### config.mk
export PLATFORM = sky130hd
export DESIGN_NAME = dest_ip_filter_reg_bridge
export DESIGN_NICKNAME = d
export VERILOG_FILES = /design/src/rtl/dest_ip_filter_reg_bridge.sv
export SDC_FILE = /design/constraint.sdc
export NUM_CORES = 1
export LEC_CHECK = 0
export CAP_MARGIN = 20
export CORE_ASPECT_RATIO = 0.8
export CORE_MARGIN = 2
export CORE_UTILIZATION = 46
export DETAILED_ROUTE_END_ITERATION = 8
export PLACE_DENSITY = 0.88
export SLEW_MARGIN = 20
export SYNTH_ARGS = -nofsm -noshare
export SYNTH_HDL_FRONTEND = slang
export SYNTH_SLANG_ARGS = --single-unit
### constraint.sdc
create_clock -name clk -period 6 [get_ports clk]
set_clock_uncertainty 0.1 [all_clocks]
set_input_delay 1.5 -clock clk [delete_from_list [all_inputs] [get_ports clk]]
set_output_delay 1.5 -clock clk [all_outputs]
set_load 0.1 [all_outputs]
### src/rtl/dest_ip_filter_reg_bridge.sv
// Host register bridge to the destination-IP filter table port: turns 32-bit
// register accesses into table req/ack handshakes with timeout and sticky status.
module dest_ip_filter_reg_bridge #(
   parameter int LUT_DEPTH      = 32,
   parameter int LUT_DEPTH_BITS = 5,
   parameter int TIMEOUT_CYCLES = 64
) (
   input  logic                      clk,
   input  logic                      reset,
   input  logic                      reg_req,
   input  logic                      reg_rd_wr_L,
   input  logic [1:0]                reg_addr,
   input  logic [31:0]               reg_wr_data,
   output logic                      reg_ack,
   output logic [31:0]               reg_rd_data,
   output logic [LUT_DEPTH_BITS-1:0] table_rd_addr,
   output logic                      table_rd_req,
   input  logic [31:0]               table_rd_ip,
   input  logic                      table_rd_ack,
   output logic [LUT_DEPTH_BITS-1:0] table_wr_addr,
   output logic                      table_wr_req,
   output logic [31:0]               table_wr_ip,
   input  logic                      table_wr_ack
);

   localparam int CNT_BITS = $clog2(TIMEOUT_CYCLES);
   localparam logic [CNT_BITS-1:0] CNT_LAST = CNT_BITS'(TIMEOUT_CYCLES - 1);
   localparam logic [31:0] DEPTH = 32'(LUT_DEPTH);

   localparam logic [1:0] S_IDLE    = 2'd0;
   localparam logic [1:0] S_RD_WAIT = 2'd1;
   localparam logic [1:0] S_WR_WAIT = 2'd2;
   localparam logic [1:0] S_RESP    = 2'd3;

   localparam logic [1:0] A_ENTRY  = 2'd0;
   localparam logic [1:0] A_RD     = 2'd1;
   localparam logic [1:0] A_WR     = 2'd2;
   localparam logic [1:0] A_STATUS = 2'd3;

   logic [1:0]                state;
   logic [CNT_BITS-1:0]       cnt;
   logic [31:0]               entry_ip;
   logic [LUT_DEPTH_BITS-1:0] rd_addr;
   logic [LUT_DEPTH_BITS-1:0] wr_addr;
   logic                      timeout;
   logic                      range_err;
   logic                      busy;
   logic                      tbl_write;
   logic                      in_range;
   logic [31:0]               read_data;

   assign busy          = (state == S_RD_WAIT) || (state == S_WR_WAIT);
   assign tbl_write     = !reg_rd_wr_L && ((reg_addr == A_RD) || (reg_addr == A_WR));
   assign in_range      = reg_wr_data < DEPTH;
   assign table_rd_addr = rd_addr;
   assign table_wr_addr = wr_addr;
   assign table_wr_ip   = entry_ip;

   always_comb begin
      read_data = '0;
      case (reg_addr)
         A_ENTRY: read_data = entry_ip;
         A_RD:    read_data = 32'(rd_addr);
         A_WR:    read_data = 32'(wr_addr);
         default: read_data = {29'b0, range_err, timeout, busy};
      endcase
   end

   always_ff @(posedge clk) begin
      if (reset) begin
         state        <= S_IDLE;
         cnt          <= '0;
         entry_ip     <= '0;
         rd_addr      <= '0;
         wr_addr      <= '0;
         timeout      <= 1'b0;
         range_err    <= 1'b0;
         reg_ack      <= 1'b0;
         reg_rd_data  <= '0;
         table_rd_req <= 1'b0;
         table_wr_req <= 1'b0;
      end else begin
         reg_ack     <= 1'b0;
         reg_rd_data <= '0;
         case (state)
            S_IDLE: begin
               if (reg_req && tbl_write) begin
                  if (reg_addr == A_RD) rd_addr <= reg_wr_data[LUT_DEPTH_BITS-1:0];
                  else                  wr_addr <= reg_wr_data[LUT_DEPTH_BITS-1:0];
                  cnt <= '0;
                  if (!in_range) begin
                     range_err <= 1'b1;
                     reg_ack   <= 1'b1;
                     state     <= S_RESP;
                  end else if (reg_addr == A_RD) begin
                     table_rd_req <= 1'b1;
                     state        <= S_RD_WAIT;
                  end else begin
                     table_wr_req <= 1'b1;
                     state        <= S_WR_WAIT;
                  end
               end else if (reg_req) begin
                  reg_ack <= 1'b1;
                  state   <= S_RESP;
                  if (reg_rd_wr_L) begin
                     reg_rd_data <= read_data;
                  end else if (reg_addr == A_ENTRY) begin
                     entry_ip <= reg_wr_data;
                  end else begin
                     if (reg_wr_data[1]) timeout   <= 1'b0;
                     if (reg_wr_data[2]) range_err <= 1'b0;
                  end
               end
            end
            // Ack is tested before the limit so a same-cycle ack completes normally.
            S_RD_WAIT: begin
               if (table_rd_ack) begin
                  table_rd_req <= 1'b0;
                  reg_ack      <= 1'b1;
                  entry_ip     <= table_rd_ip;
                  state        <= S_RESP;
               end else if (cnt == CNT_LAST) begin
                  table_rd_req <= 1'b0;
                  timeout      <= 1'b1;
                  reg_ack      <= 1'b1;
                  state        <= S_RESP;
               end else begin
                  cnt <= cnt + 1'b1;
               end
            end
            S_WR_WAIT: begin
               if (table_wr_ack) begin
                  table_wr_req <= 1'b0;
                  reg_ack      <= 1'b1;
                  state        <= S_RESP;
               end else if (cnt == CNT_LAST) begin
                  table_wr_req <= 1'b0;
                  timeout      <= 1'b1;
                  reg_ack      <= 1'b1;
                  state        <= S_RESP;
               end else begin
                  cnt <= cnt + 1'b1;
               end
            end
            default: state <= S_IDLE;
         endcase
      end
   end

endmodule

# After elaboration in Yosys (flattened, before gate mapping)

Cells that the tools add are included.

Register bits after elaboration: 87
Latch bits: 0
RAM bits: 0
Bits in read-only memories: 0
Memories: 0

Add/sub/neg operators: 1
Multiply operators: 0
Div/mod/pow operators: 0
$lt $le $gt $ge: 1
Equal/unequal tests: 24
Shifts and indexed selects: 0
Muxes and demuxes: 53
Bitwise operators: 4
Reductions and logical operators: 21

Operators with widths:

| cell                                                                          | count |
|---|---|
| 32-bit 2-to-1 mux                                                             | 5 |
| 32-bit one-hot mux with 3 select lines                                        | 1 |
| 32-bit one-hot mux with 2 select lines                                        | 1 |
| 32-bit by 6-bit less-than comparator with 1-bit output, second input constant | 1 |
| 2-bit inequality test, second input constant                                  | 15 |
| 1-bit 2-to-1 mux                                                              | 29 |
| 6-bit 2-to-1 mux                                                              | 4 |
| 6-bit one-hot mux with 3 select lines                                         | 1 |
| 2-bit 2-to-1 mux                                                              | 7 |
| 6-bit AND reduction                                                           | 2 |
| 5-bit AND reduction                                                           | 2 |
| 8-bit AND reduction                                                           | 1 |
| 2-bit nonzero test                                                            | 4 |
| 6-bit by 1-bit adder with 6-bit output, second input constant                 | 1 |
| 6-bit == test, second input constant                                          | 1 |
| 3-bit by 2-bit inequality test with 1-bit output, second input constant       | 2 |
| 1-bit one-hot mux with 3 select lines                                         | 2 |
| 2-bit one-hot mux with 3 select lines                                         | 1 |
| 3-bit AND reduction                                                           | 2 |
| 5-bit OR reduction                                                            | 1 |
| 2-bit by 1-bit == test with 1-bit output, second input constant               | 2 |
| 2-bit == test, second input constant                                          | 2 |
| 2-bit zero test                                                               | 2 |
| 1-bit inverter                                                                | 4 |
| other kinds (8)                                                               | 11 |

# Longest topological paths before layout

Gate-level depths: netlist of run 1.

Depth after elaboration: 6
Mapped depth: 8

# Worst setup path after synthesis of run 1

OpenSTA, ideal clock, no wires.

Path kind: input -> register
Start point: input port reg_addr[0]
End point: register cnt[2]
Arrival time: 3.042 ns
Slack: 2.788 ns
Stages on the path: 7
Path buffers: 1
Cell sequence: inv_1 > ha_1 > nand3b_1 > a221o_1 > buf_2 > or4_1 > a21oi_1

Longest elaborated chain between the ends: 6
Elaborated cells on any way between the ends: 7
Classes of those cells: eq/ne (3); reduce/logical (4)

Ends and longest elaborated chain:

| item                                                                      | RTL line | text |
|---|---|---|
| start: declaration                                                        | 12       | `input logic [1:0] reg_addr,` |
| 2-bit by 1-bit == test with 1-bit output or 2-bit == test (tied branches) | 53       | `assign tbl_write = !reg_rd_wr_L && ((reg_addr == A_RD) \|\| (reg_addr == A_WR));` |
| 1-bit logical OR *                                                        | 53       |  |
| 1-bit logical AND *                                                       | 53       |  |
| 1-bit logical AND *                                                       | 87       | `if (reg_req && tbl_write) begin` |
| 2-bit inequality test (no source line) *                                  | -        |  |
| 4-bit AND reduction (no source line) *                                    | -        |  |
| end signal: assignment                                                    | 128      | `cnt <= cnt + 1'b1;` |
| end signal: assignment                                                    | 142      | `cnt <= cnt + 1'b1;` |
| end: declaration                                                          | 41       | `logic [CNT_BITS-1:0] cnt;` |

Mark *: on every way between the ends. The rest lies on a longest branch, timed or not.
A chain may end at the register's enable or synchronous reset.

# Worst setup path in the final report of run 1

Start point: input port reg_addr[0]
End point: register entry_ip[14] (netlist: table_wr_ip[14])

Longest elaborated chain between the ends: 6
Elaborated cells on any way between the ends: 9
Classes of those cells: eq/ne (4); reduce/logical (5)

Ends and longest elaborated chain:

| item                                                                      | RTL line | text |
|---|---|---|
| 2-bit by 1-bit == test with 1-bit output or 2-bit == test (tied branches) | 53       |  |
| 1-bit logical OR                                                          | 53       |  |
| 1-bit logical AND                                                         | 53       |  |
| 1-bit logical AND                                                         | 87       |  |
| 2-bit inequality test (no source line)                                    | -        |  |
| 6-bit AND reduction (no source line) *                                    | -        |  |
| end signal: assignment                                                    | 108      | `entry_ip <= reg_wr_data;` |
| end signal: assignment                                                    | 120      | `entry_ip <= table_rd_ip;` |
| end: declaration                                                          | 42       | `logic [31:0] entry_ip;` |

Marked as above.

==> impl_metrics.ini, run 1 <==
[outcome]
status = completed

[grt]
number_of_antenna_violations_at_the_first_check_in_global_routing = 0
largest_net_degree_at_the_start_of_global_routing = 54
use_met2_pct = 38.6
busiest_layer = met2
first_global_vias = 3283
all_layer_gr_usage_pct = 22.8
grt_use_met3_pct = 7.73
groute.layer.met1.usage_pct = 27.3
grt_overflow_total = 0
wire_length_of_the_first_global_routing_pass_mm = 15.9

[worst_setup_path]
worst-path-buf-inv = 3
worstPathMaxFanout = 39
worst_ep_arrival_time_ps = 4040
critPathTopFamily = buffers and inverters
crit_path_max_cell_delay_ps = 560
crit_path_launch_type = input pin
cpMaxStageDelayCell = a21oi_4
critical_path_required_time_ps = 6150
cp-end-kind = flop
worstPathCellList = clkdlybuf4s50_1, inv_1, ha_1, nand4bb_1, a21oi_4, buf_4, nor2_1, a211oi_1
criticalPathCategory = in2reg

[clock_tree]
clock-root-buffer = clkbuf_8
cts_buffers = 9
cts_hold_repair.buffers = 0
htreeDepth = 3
clkSinkCount = 87
maximum_number_of_buffers_from_clock_root_to_sink = 2
reg_clk_slew_reported_paths_ps = 90
worst_skew_pair.late_latency_ps = 350
cts-resized-gates = 0
cts_tree = done
cts_setup_buffers = 0

[synth]
synth_area_leaders = dfxtp_1 (48%), mux2i_1 (12%), a211oi_1 (6.8%)
postSynthRegisterBits = 87
synth_simple_gate_area_share_pct = 17.5
ys_async_sr_fraction_pct = 0
combinational_family_with_the_most_area_after_synthesis = simple AND/OR/NAND/NOR gates
netlist.area_leader.share_pct = 47.6
synth_warnings = 0
synth.mux.area_fraction_pct = 12.6
yosys.area.top_type = dfxtp_1
synth_edf_count = 0
synth_compound_gate_area_share_pct = 15.6
xor_xnor_fraction_of_synth_area_pct = 0
mappedNetlistNets = 460
synth.cell_area_um2 = 3660
number_of_unique_standard_cell_types_used_by_synthesis = 42
synth_top_flop_cell = dfxtp_1
yosys.area_share.adder_pct = 3.08
syn-instance-count = 379
synthesis.area_per_instance_um2 = 9.65
synth.yosys.seq_area_share_pct = 47.6

[timing]
slew_headroom_pct = 32.5
max_freq_mhz = 257
final_min_period_over_clock_period_pct = 64.8
hold_viol = 0
timing.final.max_slew_violations = 0
totalNegativeSetupSlack_ps = 0
worstMarginPinSlew_ps = 1010
setup_violations = 0
setup_repair_after_global_routing_missed_its_margin = no
timing.final.crit_period_ps = 3890

[placement]
portBuffers = 148
placement.cell_area_um2 = 5200
detailed_place_hpwl_mm = 7.33
gp_congestion = 0.806

[detailed_routing]
routed_via_density = 5.47
drtPass1Iterations = 7
routedWlPerCell_um = 15.8
first_iter_violations = 201
route.final.wire_length_mm = 9.96
drc_violations_left = 0
ant_nets = 0
route.vias.total = 3442

[power]
seq_power_share_pct = 30.7
switching_share_pct = 50.0
peakVddDrop_v = 0.000276
clock_network_fraction_of_design_power_pct = 17.8
power.combinational.fraction_pct = 51.5
power.static_leakage_nw = 1.95
cellInternalPower_w = 0.00122
power.density_nw_per_um2 = 449
total_switching_power_w = 0.00122

[layout]
fin_area_um2 = 5420
final_nets = 597
most-common-layout-cells = clkdlybuf4s50_1 (147), dfxtp_1 (87), nor2_1 (54)
layout.cells.most_common = clkdlybuf4s50_1
fillers = 644
layout-drive-gt1-share_pct = 4.61
n_antenna_cell = 0
synthToLayoutAreaGrowth_pct = 48.2

[die]
chipWidth_um = 104
initial_utilization_pct = 46.7
io_pins = 149
fp.coreArea_um2 = 7840
fp.dieH_um = 83.8
floorplan.die_area_um2 = 8690
std_cell_rows = 29

[run]
drv.max_cap_violation_count = 0

[worst_hold_path]
hold_path_class = reg2reg
==> worst paths after layout <==
| check | cells after the start | slack (ps) | startpoint | to |
|---|---|---|---|---|
| setup reg to reg | 7 | 3160 | state[1] | table_wr_ip[14] |
| hold reg to reg | 1 | 390 | table_wr_ip[25] | reg_rd_data[25] |
| hold / removal | 1 | 390 | table_wr_ip[25] | reg_rd_data[25] |
| setup / recovery | 8 | 2110 | reg_addr[0] | table_wr_ip[14] |
==> layout make-up <==
type	instances	area, um2	area share, %
timing repair buffer	150	1490	27.5
tap	108	135	2.49
multi-input combinational	258	1810	33.3
inverter	10	37.5	0.692
clock inverter	6	73.8	1.36
sequential	87	1740	32.1
clock buffer	10	138	2.54
==> synth_stat cells (2+ instances only) <==
cell / count
dfxtp_1: 87
nor2_1: 54
mux2i_1: 45
a211oi_1: 33
and2_1: 27
clkbuf_1: 18
a21oi_1: 13
inv_1: 10
ha_1: 9
nand3_1: 7
nor4_1: 7
o21ai_0: 7
o31ai_1: 6
or4_1: 6
a222oi_1: 5
o21bai_1: 5
nand4_1: 4
nor3_1: 4
buf_1: 3
buf_2: 3
nand2_1: 3
nand2b_1: 2
o211ai_1: 2
==> registers in the layout, summed over array words and instances, names as in the netlist <==
signal	flops
reg_ack	1
table_wr_req	1
state	2
range_err	1
table_rd_addr	5
table_wr_ip	32
timeout	1
reg_rd_data	32
table_rd_req	1
table_wr_addr	5
cnt	6
==> stage by stage <==
stage,power [W],hold slack (ps),util [%],setup WS [ps],cells
after floorplan,0.00170,348,-,2790,379
after global placement,0.00198,364,66.4,1890,613
after detailed placement,0.00201,370,66.4,1790,613
after CTS,0.00244,391,69.1,2130,629
after global routing,0.00253,409,69.2,2000,629
final,0.00243,387,69.2,2110,629
==> logic make-up after synthesis <==
kind of cell,count (synthesis)
flops,87
mux,46
buf+inv,34
compound gates,80
simple gates,123
fa+ha+maj,9
==> power groups by stage <==
stage	Clock, W	Combinational, W	Sequential, W
after global placement	0	0.00123	0.000755
after global routing	0.000463	0.00131	0.000762
after detailed placement	0	0.00125	0.000758
final	0.000433	0.00125	0.000748
after CTS	0.000441	0.00125	0.000747
after floorplan	0	0.000339	0.00136
==> layer usage <==
layer / vias to the layer above / wire length, um
met5: - / 0
met4: 0 / 179
met3: 12 / 786
met2: 150 / 4800
met1: 1622 / 4200
li1: 1658 / -
(Power assumes the default switching activity.)
==> run 2: changes to the inputs <==
Settings changed: CORE_UTILIZATION 46 to 43, PLACE_DENSITY 0.88 to 0.83.
Clock period 6 ns to 3.8 ns, I/O delays scaled along.
==> impl_metrics.ini, run 2 (synthesis gave the netlist of run 1 again) <==
[die]
io_pins = 149
chipWidth_um = 107
std_cell_rows = 30
fp.dieH_um = 86.5
floorplan.die_area_um2 = 9270
initial_utilization_pct = 43.7
fp.coreArea_um2 = 8370

[timing]
slew_headroom_pct = 32.9
setup_violations = 0
hold_viol = 0
max_freq_mhz = 330
totalNegativeSetupSlack_ps = 0
final_critical_path_setup_slack_ps = 773
setup_repair_after_global_routing_missed_its_margin = no
timing.final.crit_period_ps = 3030
timing.final.max_slew_violations = 0
worstMarginPinSlew_ps = 1000
final_min_period_over_clock_period_pct = 79.6

[detailed_routing]
route.final.wire_length_mm = 10.2
drtPass1Iterations = 6
route.vias.total = 3412
ant_nets = 0
drc_violations_left = 0
first_iter_violations = 128
routedWlPerCell_um = 16.0
routed_via_density = 5.36

[worst_setup_path]
crit_path_launch_type = input pin
crit-reg2reg-launch = state[0]
criticalPathCategory = in2reg
worst_ep_arrival_time_ps = 3210
critical_path.startpoint = reg_addr[0]
worstPathMaxFanout = 13
cp-end-kind = flop
critical_path_required_time_ps = 3980

[layout]
n_antenna_cell = 0
synthToLayoutAreaGrowth_pct = 48.5
final_nets = 600
fin_area_um2 = 5430
layout-drive-gt1-share_pct = 7.06
layout.cells.most_common = clkdlybuf4s50_1
utilization_pct = 64.9
most-common-layout-cells = clkdlybuf4s50_1 (137), dfxtp_1 (87), nor2_1 (54)

[power]
clock_network_fraction_of_design_power_pct = 17.8
switching_share_pct = 49.5
peakVddDrop_v = 0.000386
cellInternalPower_w = 0.00194
power.static_leakage_nw = 1.99
seq_power_share_pct = 30.6
power.combinational.fraction_pct = 51.6
power.density_nw_per_um2 = 706
total_switching_power_w = 0.00190

[grt]
largest_net_degree_at_the_start_of_global_routing = 65
number_of_antenna_violations_at_the_first_check_in_global_routing = 0
all_layer_gr_usage_pct = 21.7
wire_length_of_the_first_global_routing_pass_mm = 16.0
grt_overflow_total = 0
first_global_vias = 3326

[outcome]
status = completed

[clock_tree]
reg_clk_slew_reported_paths_ps = 90
cts_setup_buffers = 0
cts_tree = done
htreeDepth = 3
clkSinkCount = 87
worst_skew_pair.late_latency_ps = 340
maximum_number_of_buffers_from_clock_root_to_sink = 2
clock-root-buffer = clkbuf_8
cts_buffers = 9
cts_hold_repair.buffers = 0
cts-resized-gates = 0

[placement]
placement.cell_area_um2 = 5220
portBuffers = 148
detailed_place_hpwl_mm = 7.54
gp_congestion = 0.882
setup_slack_placement_ps = 440

[worst_hold_path]
hold_path_class = reg2reg
holdCritStartpoint = table_wr_ip[22]

[run]
drv.max_cap_violation_count = 0
==> run 2: changes by cell type in the layout (fill, tap and decap cells not counted) <==
cell / delta
buf_4: +12
clkinv_4: +1
clkdlybuf4s50_1: -10
inv_8: -1
ha_2: +1
ha_4: -1
clkinvlp_4: -1
clkbuf_8: +1
buf_12: +1
==> run 2: worst paths after layout <==
| path | end | slack [ps] | cells after the start |
|---|---|---|---|
| worst max-delay path | cnt[4] | 770 | 7 |
| worst min-delay path | reg_rd_data[22] | 390 | 1 |
| worst max register to register | cnt[4] | 1440 | 6 |
| worst min register to register | reg_rd_data[22] | 390 | 1 |
==> run 2: area by class of cell <==
type / instances / area [um2]
Tap cell: 112 / 140
Timing Repair Buffer: 153 / 1500
Inverter: 10 / 37.5
Clock buffer: 11 / 151
Sequential cell: 87 / 1740
Fill cell: 707 / 2940
Multi-Input combinational cell: 258 / 1800
Clock inverter: 5 / 63.8
==> run 2: routing by layer <==
metal,track usage [%],part of all wire [%],vias up
li1,-,-,1652
met1,27.3,44,1600
met2,36.7,47,148
met3,5.86,8.1,12
met4,6.73,1.0,0
met5,0,0,-
==> run 2: power by group through the flow <==
stage | logic (W) | registers, W | clock network, W
after floorplan | 0.000535 | 0.00215 | 0
after global placement | 0.00196 | 0.00118 | 0
after detailed placement | 0.00198 | 0.00119 | 0
after CTS | 0.00199 | 0.00117 | 0.000700
after global routing | 0.00208 | 0.00119 | 0.000745
final | 0.00198 | 0.00117 | 0.000682
==> run 2: critical path, stage by stage <==
cell             delay, ps
clkdlybuf4s50_1        520
inv_1                   80
ha_1                   320
nand3b_1               140
a221o_1                500
or4_1                  560
a21oi_1                150
==> run 2: through the flow <==
step | total power [W] | instances | hold slack [ps]
after floorplan | 0.00268 | 379 | 348
after global placement | 0.00314 | 620 | 361
after detailed placement | 0.00318 | 620 | 372
after CTS | 0.00386 | 636 | 390
after global routing | 0.00402 | 636 | 410
final | 0.00383 | 636 | 387
==> run 3: changes to the inputs <==
Settings changed: CORE_UTILIZATION 43 to 39, PLACE_DENSITY 0.83 to 0.8.
Clock period 3.8 ns to 2.75 ns, I/O delays scaled along.
==> impl_metrics.ini, run 3 (synthesis gave the netlist of run 1 again) <==
[die]
initial_utilization_pct = 40.3
chipWidth_um = 112
io_pins = 149
fp.dieH_um = 90.6
std_cell_rows = 31
floorplan.die_area_um2 = 10200
fp.coreArea_um2 = 9080

[clock_tree]
clock-root-buffer = clkbuf_16
maximum_number_of_buffers_from_clock_root_to_sink = 2
cts_buffers = 9
htreeDepth = 3
reg_clk_slew_reported_paths_ps = 60
cts_tree = done
cts_hold_repair.buffers = 0
worst_skew_pair.late_latency_ps = 320
clkSinkCount = 87

[power]
switching_share_pct = 46.9
cellInternalPower_w = 0.00300
peakVddDrop_v = 0.00102
seq_power_share_pct = 28.9
total_switching_power_w = 0.00264
power.static_leakage_nw = 2.25
power.combinational.fraction_pct = 48.7
power.density_nw_per_um2 = 1020
clock_network_fraction_of_design_power_pct = 22.4
fin_total_pwr_w = 0.00564

[grt]
groute.layer.met1.usage_pct = 25.6
grt_overflow_total = 0
number_of_antenna_violations_at_the_first_check_in_global_routing = 0
all_layer_gr_usage_pct = 20.0
grt_use_met3_pct = 4.83
largest_net_degree_at_the_start_of_global_routing = 39
wire_length_of_the_first_global_routing_pass_mm = 16.6
first_global_vias = 3360
use_met2_pct = 33.9
busiest_layer = met2

[detailed_routing]
drtPass1Iterations = 5
routedWlPerCell_um = 15.5
route.final.wire_length_mm = 10.2
route.vias.total = 3415
first_iter_violations = 130
drc_violations_left = 0
ant_nets = 0
routed_via_density = 5.21

[timing]
worstMarginPinSlew_ps = 575
max_freq_mhz = 376
setup_repair_after_global_routing_missed_its_margin = no
timing.final.max_slew_violations = 0
final_critical_path_setup_slack_ps = 91.3
timing.final.crit_period_ps = 2660
final_min_period_over_clock_period_pct = 96.7
hold_viol = 0
slew_headroom_pct = 61.6
setup_violations = 0

[placement]
numPlacedInstances = 642
placement.cell_area_um2 = 5210
portBuffers = 148
setup_slack_placement_ps = -249
gp_congestion = 0.856
detailed_place_hpwl_mm = 7.91

[worst_setup_path]
criticalPathCategory = in2reg
cp-end-kind = flop
setup.reg_to_reg.worst_slack_ps = 450
reg2regPathDepth = 6
worstPathMaxFanout = 10
crit_path_end = cnt[4]
critical_path_required_time_ps = 2910
worst_ep_arrival_time_ps = 2810
regToRegEndpoint = cnt[4]
critical_path.startpoint = reg_addr[1]
crit_path_launch_type = input pin
crit-reg2reg-launch = state[0]

[outcome]
status = completed

[worst_hold_path]
hold_path_class = reg2reg

[layout]
fin_area_um2 = 5520
final_nets = 619
synthToLayoutAreaGrowth_pct = 50.9
layout.cells.most_common = buf_4
most-common-layout-cells = buf_4 (99), dfxtp_1 (87), clkdlybuf4s50_1 (70)
n_antenna_cell = 0
layout-drive-gt1-share_pct = 22.7
fillers = 783
final_cells = 656
utilization_pct = 60.8

[run]
drv.max_cap_violation_count = 0
## run 3: cell types whose count changed in the layout (fill, tap and decap cells not counted)
cell             previous run  this run
buf_4                      14        99
clkbuf_8                   11         0
nor2_2                      0         1
clkdlybuf4s50_1           137        70
buf_12                      1         2
clkinvlp_4                  1         2
a221o_1                     1         0
nor2_1                     54        53
inv_6                       2         1
clkinv_4                    1         0
a221o_2                     0         1
clkbuf_16                   0         9
bufinv_16                   1         2
## run 3: metal layers
layer  routed length, um  vias up
met2                4930      122
met1                4410     1583
met5                   0        -
met3                 713       12
li1                    -     1698
met4                 114        0
## run 3: power by group through the flow
stage | Sequential (W) | Clock [W] | Combinational [W]
floorplan | 0.00297 | 0 | 0.000740
finish | 0.00163 | 0.00126 | 0.00275
global route | 0.00166 | 0.00135 | 0.00288
detailed placement | 0.00166 | 0 | 0.00274
global placement | 0.00165 | 0 | 0.00272
CTS | 0.00163 | 0.00129 | 0.00275
## run 3: how the worst min path moves through the flow
stage,to,slack (ps),start,depth (start not counted)
final,reg_rd_data[20],380,table_wr_ip[20],1
after floorplan,reg_rd_data[2],350,range_err,2
after global routing,reg_rd_data[5],400,table_wr_ip[5],1
after global placement,cnt[4],360,cnt[4],2
after CTS,reg_rd_data[20],390,table_wr_ip[20],1
after detailed placement,reg_rd_data[20],370,table_wr_ip[20],1
## run 3: timing repair
item / CTS / global route
resized for setup: 0 / 1
buffers inserted: 0 / 0
setup endpoints to repair: 0 / 1
## run 3: worst max-delay path, cell delays in order
cell and delay [ps]:
clkdlybuf4s50_1 490, inv_1 60, ha_1 320, nand3b_1 110, a221o_2 450, or4_1 530, a21oi_1 160
## run 3: through the flow
stage,hold slack [ps],TNS (ps)
5_1_grt,397,0
2_1_floorplan,348,0
3_3_place_gp,361,-862
6_report,384,0
3_5_place_dp,372,-1440
4_1_cts,388,0
## run 3: cell type report
class                   instances  area [um2]  share of cell area (%)
repair buffers                172        1490                    27.0
inverters                      10        37.5                   0.680
flip-flops and latches         87        1740                    31.6
multi-input cells             258        1800                    32.6
clock buffers                   9         225                    4.08
well taps                     115         144                    2.61
clock inverters                 5        83.8                    1.52
